==> config.mk <==
export PLATFORM = sky130hd
export DESIGN_NAME = prng_stream_buf_flat
export DESIGN_NICKNAME = d
export VERILOG_FILES = /design/src/rtl/prng_stream_buf_if.sv /design/src/rtl/prng_stream_buf.sv /design/src/flat_wrapper.sv
export SDC_FILE = /design/constraint.sdc
export NUM_CORES = 1
export LEC_CHECK = 0
export CAP_MARGIN = 25
export CORE_MARGIN = 2
export CORE_UTILIZATION = 63
export CTS_BUF_LIST = sky130_fd_sc_hd__clkbuf_8 sky130_fd_sc_hd__clkbuf_16
export DETAILED_ROUTE_END_ITERATION = 16
export DONT_BUFFER_PORTS = 1
export PLACE_DENSITY = 0.79
export SETUP_SLACK_MARGIN = 0.2
export SLEW_MARGIN = 15
export SYNTH_ARGS = -nofsm -noshare
export SYNTH_HDL_FRONTEND = slang
export SYNTH_SLANG_ARGS = --single-unit
export TNS_END_PERCENT = 10
==> constraint.sdc <==
create_clock -name clk -period 3.01 [get_ports clk]
set_clock_uncertainty 0.05 [all_clocks]
set_input_delay 0.602 -clock clk [delete_from_list [all_inputs] [get_ports clk]]
set_output_delay 0.602 -clock clk [all_outputs]
set_load 0.05 [all_outputs]
==> src/rtl/prng_stream_buf_if.sv <==
// Stream bundle between a combined-PRNG sampler and its consumer:
// the sample side (prng_in/prng_en) and the buffered output handshake.
interface prng_stream_buf_if #(
  parameter int DATA_W = 8
);
  logic [DATA_W-1:0] prng_in;
  logic              prng_en;
  logic [DATA_W-1:0] out_data;
  logic              out_valid;
  logic              out_ready;

  modport master (
    output prng_in,
    output prng_en,
    output out_ready,
    input  out_data,
    input  out_valid
  );

  modport slave (
    input  prng_in,
    input  prng_en,
    input  out_ready,
    output out_data,
    output out_valid
  );
endinterface

==> src/rtl/prng_stream_buf.sv <==
// Buffers combined-PRNG samples in a small FIFO, counts overflow drops and
// flags a generator that repeats the same word STUCK_LIMIT times in a row.
module prng_stream_buf #(
  parameter int DATA_W      = 8,
  parameter int DEPTH       = 4,
  parameter int STUCK_LIMIT = 4
) (
  input  logic                     clk,
  input  logic                     rst_n,
  prng_stream_buf_if.slave         bus,
  output logic [$clog2(DEPTH):0]   level,
  output logic [7:0]               drop_cnt,
  output logic                     stuck,
  input  logic                     clr_stuck
);

  localparam int AW = $clog2(DEPTH);
  localparam int LW = AW + 1;
  localparam int RW = $clog2(STUCK_LIMIT);

  localparam logic [LW-1:0] FULL_LVL = LW'(DEPTH);
  localparam logic [RW-1:0] RUN_MAX  = RW'(STUCK_LIMIT - 1);
  localparam logic [RW-1:0] RUN_SET  = RW'(STUCK_LIMIT - 2);

  logic [DATA_W-1:0] mem_q [DEPTH];
  logic [DATA_W-1:0] mem_d [DEPTH];
  logic [AW-1:0]     wr_ptr_q, wr_ptr_d;
  logic [AW-1:0]     rd_ptr_q, rd_ptr_d;
  logic [LW-1:0]     level_q, level_d;
  logic [DATA_W-1:0] out_data_q, out_data_d;
  logic              out_valid_q, out_valid_d;
  logic [7:0]        drop_cnt_q, drop_cnt_d;
  logic [DATA_W-1:0] last_q, last_d;
  logic              have_last_q, have_last_d;
  logic [RW-1:0]     run_q, run_d;
  logic              stuck_q, stuck_d;

  logic pop_s;
  logic can_take_s;
  logic push_s;
  logic drop_s;
  logic same_s;
  logic set_s;

  // Handshake decode: a full FIFO still accepts a word when a pop frees a slot
  always_comb begin
    pop_s      = out_valid_q & bus.out_ready;
    can_take_s = (level_q != FULL_LVL) | pop_s;
    push_s     = bus.prng_en & ~stuck_q & can_take_s;
    drop_s     = bus.prng_en & ~stuck_q & ~can_take_s;
  end

  // FIFO storage, pointers, occupancy and the registered head word
  always_comb begin
    mem_d    = mem_q;
    wr_ptr_d = wr_ptr_q;
    rd_ptr_d = rd_ptr_q;
    if (push_s) begin
      mem_d[wr_ptr_q] = bus.prng_in;
      wr_ptr_d        = wr_ptr_q + AW'(1);
    end else begin
      wr_ptr_d = wr_ptr_q;
    end
    if (pop_s) begin
      rd_ptr_d = rd_ptr_q + AW'(1);
    end else begin
      rd_ptr_d = rd_ptr_q;
    end
    case ({push_s, pop_s})
      2'b10:   level_d = level_q + LW'(1);
      2'b01:   level_d = level_q - LW'(1);
      default: level_d = level_q;
    endcase
    out_valid_d = (level_d != {LW{1'b0}});
    // Head is taken from the post-edge memory image, so a word pushed into an
    // empty FIFO shows up exactly one cycle after its push edge.
    out_data_d  = mem_d[rd_ptr_d];
  end

  // Saturating overflow counter; stuck refusals are not drops
  always_comb begin
    drop_cnt_d = drop_cnt_q;
    if (drop_s && (drop_cnt_q != 8'hFF)) begin
      drop_cnt_d = drop_cnt_q + 8'd1;
    end else begin
      drop_cnt_d = drop_cnt_q;
    end
  end

  // Repeat-run tracking and the sticky stuck flag
  always_comb begin
    last_d      = last_q;
    have_last_d = have_last_q;
    run_d       = run_q;
    same_s      = have_last_q & (bus.prng_in == last_q);
    set_s       = bus.prng_en & same_s & (run_q == RUN_SET);
    if (bus.prng_en) begin
      last_d      = bus.prng_in;
      have_last_d = 1'b1;
      if (same_s) begin
        run_d = (run_q == RUN_MAX) ? run_q : (run_q + RW'(1));
      end else begin
        run_d = {RW{1'b0}};
      end
    end else begin
      last_d      = last_q;
      have_last_d = have_last_q;
      run_d       = run_q;
    end
    if (clr_stuck) begin
      stuck_d     = set_s;
      run_d       = {RW{1'b0}};
      have_last_d = 1'b0;
    end else begin
      stuck_d = stuck_q | set_s;
    end
  end

  // State registers with synchronous active-low reset
  always_ff @(posedge clk) begin
    if (!rst_n) begin
      for (int i = 0; i < DEPTH; i++) begin
        mem_q[i] <= {DATA_W{1'b0}};
      end
      wr_ptr_q    <= {AW{1'b0}};
      rd_ptr_q    <= {AW{1'b0}};
      level_q     <= {LW{1'b0}};
      out_data_q  <= {DATA_W{1'b0}};
      out_valid_q <= 1'b0;
      drop_cnt_q  <= 8'd0;
      last_q      <= {DATA_W{1'b0}};
      have_last_q <= 1'b0;
      run_q       <= {RW{1'b0}};
      stuck_q     <= 1'b0;
    end else begin
      for (int i = 0; i < DEPTH; i++) begin
        mem_q[i] <= mem_d[i];
      end
      wr_ptr_q    <= wr_ptr_d;
      rd_ptr_q    <= rd_ptr_d;
      level_q     <= level_d;
      out_data_q  <= out_data_d;
      out_valid_q <= out_valid_d;
      drop_cnt_q  <= drop_cnt_d;
      last_q      <= last_d;
      have_last_q <= have_last_d;
      run_q       <= run_d;
      stuck_q     <= stuck_d;
    end
  end

  assign bus.out_data  = out_data_q;
  assign bus.out_valid = out_valid_q;
  assign level         = level_q;
  assign drop_cnt      = drop_cnt_q;
  assign stuck         = stuck_q;

endmodule

==> src/flat_wrapper.sv <==
// flat-port wrapper written by rule: the top's interface ports become plain ports
module prng_stream_buf_flat 
#(
  parameter int DATA_W      = 8,
  parameter int DEPTH       = 4,
  parameter int STUCK_LIMIT = 4
)
  (clk, rst_n, level, drop_cnt, stuck, clr_stuck, bus_prng_in, bus_prng_en, bus_out_ready, bus_out_data, bus_out_valid);
  prng_stream_buf_if #(.DATA_W(DATA_W)) bus_i ();
  input  logic clk;
  input  logic rst_n;
  output logic [$clog2(DEPTH):0] level;
  output logic [7:0] drop_cnt;
  output logic stuck;
  input  logic clr_stuck;
  input wire logic [$bits(bus_i.prng_in)-1:0] bus_prng_in;
  input wire logic [$bits(bus_i.prng_en)-1:0] bus_prng_en;
  input wire logic [$bits(bus_i.out_ready)-1:0] bus_out_ready;
  output wire logic [$bits(bus_i.out_data)-1:0] bus_out_data;
  output wire logic [$bits(bus_i.out_valid)-1:0] bus_out_valid;
  assign bus_i.prng_in = bus_prng_in;
  assign bus_i.prng_en = bus_prng_en;
  assign bus_i.out_ready = bus_out_ready;
  assign bus_out_data = bus_i.out_data;
  assign bus_out_valid = bus_i.out_valid;
  prng_stream_buf #(.DATA_W(DATA_W), .DEPTH(DEPTH), .STUCK_LIMIT(STUCK_LIMIT)) u_core (.clk(clk), .rst_n(rst_n), .bus(bus_i), .level(level), .drop_cnt(drop_cnt), .stuck(stuck), .clr_stuck(clr_stuck));
endmodule
==> metrics.txt <==
main combinational cell family by area after synthesis=simple AND/OR/NAND/NOR gates; first-pass GRT wire length=~11000 um; post-route cell area=3415 um2; GRT overflow=0; Root Buffer=clkbuf_8; Total Routing Usage GR=25.54%; Pins Over Slew Limit=0; Yosys reg bits=around 70; PD cells=roughly 730 nW/um2; sequential area share after synthesis=a little over two fifths; post-synthesis simple-gate area fraction=18.65%; vias=between 2000 and 3000; vias per std cell=roughly 5.9; layout cells sized above 1=between 10% and 20%; Final Hold Fails=0; XOR/XNOR share of the synthesized area=approximately 5%; Distinct cells, synth=between 50 and 60; CTS resizes=0; Avg Synthesized Cell Area=around 9.0 um2; TritonCTS clock tree=built; placed instance area=approximately 3200 um2; setup tns final=0 ns; initial antenna violation count=0; post-CTS setup buffers=0; crit end category=flip-flop; flop-to-flop setup slack=0.57 ns; Syn. warnings=0; initial DRC count=171; worst-skew pair later-pin latency=0.34 ns; Die X=roughly 75 um; Initial Util=66.46%; IO Count=34; EDFF count, synth=0; setup violators final=0; hpwl dp=around 4700 um; adder-cell area share of the yosys netlist=under 10%; Detail Route Antenna Nets=0; total clock sinks=~70; clock buffer depth=2; Routed wire per std cell=15.85 um; Hold-fix buffers, CTS=0; routability cong.=0.8697; shortest period the worst path allows=roughly 2.4 ns; final cycle utilization of the critical path=around four fifths; peak supply drop=around 0.00046 V; Post-Synthesis Cell Area=3181 um2; Synth Area in Compound Gates=16.09%; Leakage=approximately 1.4 nW; ANT cells=0; vias in the first global route=approximately 2300; # fillers=~390; area grow syn2layout=7.356%; Worst Path Arrival=about 2.6 ns; Post-route DRC=0; critical path peak fanout=5; Worst Path Required=approximately 3.2 ns; core area=about 4800 um2; maxcap violations=0; Fmax=around 400 MHz; DRT Pass-1 Iters=4; post-synthesis mux area share=about a tenth; largest net degree at the start of global routing=41; H-tree Lvls=3; RSZ-0062 raised after global routing=false; Synth Net Count=373; status=completed; IO buf count=0; clock buffer count from CTS=9; Worst Max-Slew Pin Slew=between 0.6 and 0.7 ns; Max transition margin=slightly below 60%; die footprint=5633 um2; Post-Syn Instances=352; CP Class=flip-flop to flip-flop; NumNets Final=roughly 370; CTS clk-pin slew, worst paths=roughly 0.070 ns; top_reg_cell synth=dfxtp_1; final WL=about 6700 um; Post-synth ARST share=0%; startpoint types=flip-flop; height of the chip=75.05 um; Worst Hold Class=primary input to flip-flop; FP Rows=25
## worst paths after layout
kind	cells past startpoint	startpoint	endpoint
worst max-delay path	6	u_core.level[0]	u_core.bus.out_valid
worst min-delay path	2	bus_prng_in[1]	u_core.mem_q[25]
worst max register to register	6	u_core.level[0]	u_core.bus.out_valid
worst min register to register	2	u_core.mem_q[28]	u_core.mem_q[28]
## layout make-up
type                       instances  area [um2]  area share, %
multi-input combinational        252        1669          48.88
sequential                        68        1361          39.87
clock buffer                       9       123.9          3.628
tap                               67       83.83          2.455
timing repair buffer              10       75.07          2.199
clock inverter                     7       60.06          1.759
inverter                          11       41.29          1.209
## cell usage in the layout, fill, tap and decap left out, types with 4 or more instances in the layout
cell type | netlist | routed
ha_1 | 7 | 7
buf_4 | 1 | 10
nand2_1 | 43 | 43
a21oi_1 | 22 | 22
xnor2_1 | 11 | 11
mux2i_1 | 30 | 30
o31ai_1 | 7 | 7
nor2_1 | 39 | 39
o32ai_1 | 8 | 8
o22ai_1 | 14 | 14
clkbuf_8 | 0 | 9
inv_1 | 10 | 12
dfxtp_1 | 68 | 68
xor2_1 | 5 | 5
nor3_1 | 11 | 11
or3_1 | 4 | 4
nand3_1 | 11 | 11
## sequential cells by signal, summed over array words and instances (netlist names)
signal,count
u_core.mem_q,32
u_core.bus.out_data,8
u_core.drop_cnt,8
u_core.last_q,8
u_core.level,3
u_core.rd_ptr_q,2
u_core.run_q,2
u_core.wr_ptr_q,2
u_core.bus.out_valid,1
u_core.have_last_q,1
u_core.stuck,1
## Yosys cell counts (all sizes together) (3+ instances only)
master  number  area share [%]
dfxtp       68              43
nand2       44             5.3
nor2        39             4.6
mux2i       30             9.4
a21oi       22             3.5
o22ai       14             2.8
clkbuf      13             1.5
xnor2       12             3.5
inv         11             1.3
nand3       11             1.7
nor3        11             1.7
buf          8             1.9
o32ai        8             2.2
ha           7             2.8
o31ai        7             1.7
xor2         5             1.4
o21ai        4             1.1
or3          4            0.79
nand2b       3            0.59
o211ai       3             1.7
## power by group
part / switching [mW] / internal, mW
clock network: 0.339 / 0.372
registers: 0.227 / 0.996
logic: 0.353 / 0.217
## layer usage
metal | wire length [um] | track usage [%]
met5 | 0 | 0
met4 | 127 | 12.10
met3 | 373 | 7.764
met2 | 3097 | 38.79
met1 | 3121 | 33.31
## kinds of logic (layout without fill, tap and decap cells)
group / Yosys count / in the layout
simple gates: 128 / 128
compound gates: 69 / 69
flops: 68 / 68
buf+inv: 32 / 37
mux: 30 / 30
xor+xnor: 17 / 17
fa+ha+maj: 8 / 8
## worst max-delay path, cell delays in order, from the launching register on
cell and delay, ns:
dfxtp_1 0.68, inv_1 0.24, fa_1 0.51, a2111oi_0 0.38, o21ai_0 0.13, o311a_1 0.15
a31o_2 0.21
## stage by stage
stage / util [%] / total power [mW] / worst slack (ns) / hold slack, ns / cells
global route: 71.35 / 2.615 / 0.4777 / 0.3248 / 424
finish: 71.35 / 2.503 / 0.5683 / 0.3344 / 424
global placement: 67.50 / 1.791 / 0.6446 / 0.3960 / 408
floorplan: - / 1.699 / 0.3496 / 0.3843 / 352
CTS: 71.35 / 2.510 / 0.6087 / 0.3240 / 424
detailed placement: 67.50 / 1.803 / 0.6227 / 0.4006 / 408
(Power assumes the default switching activity.)
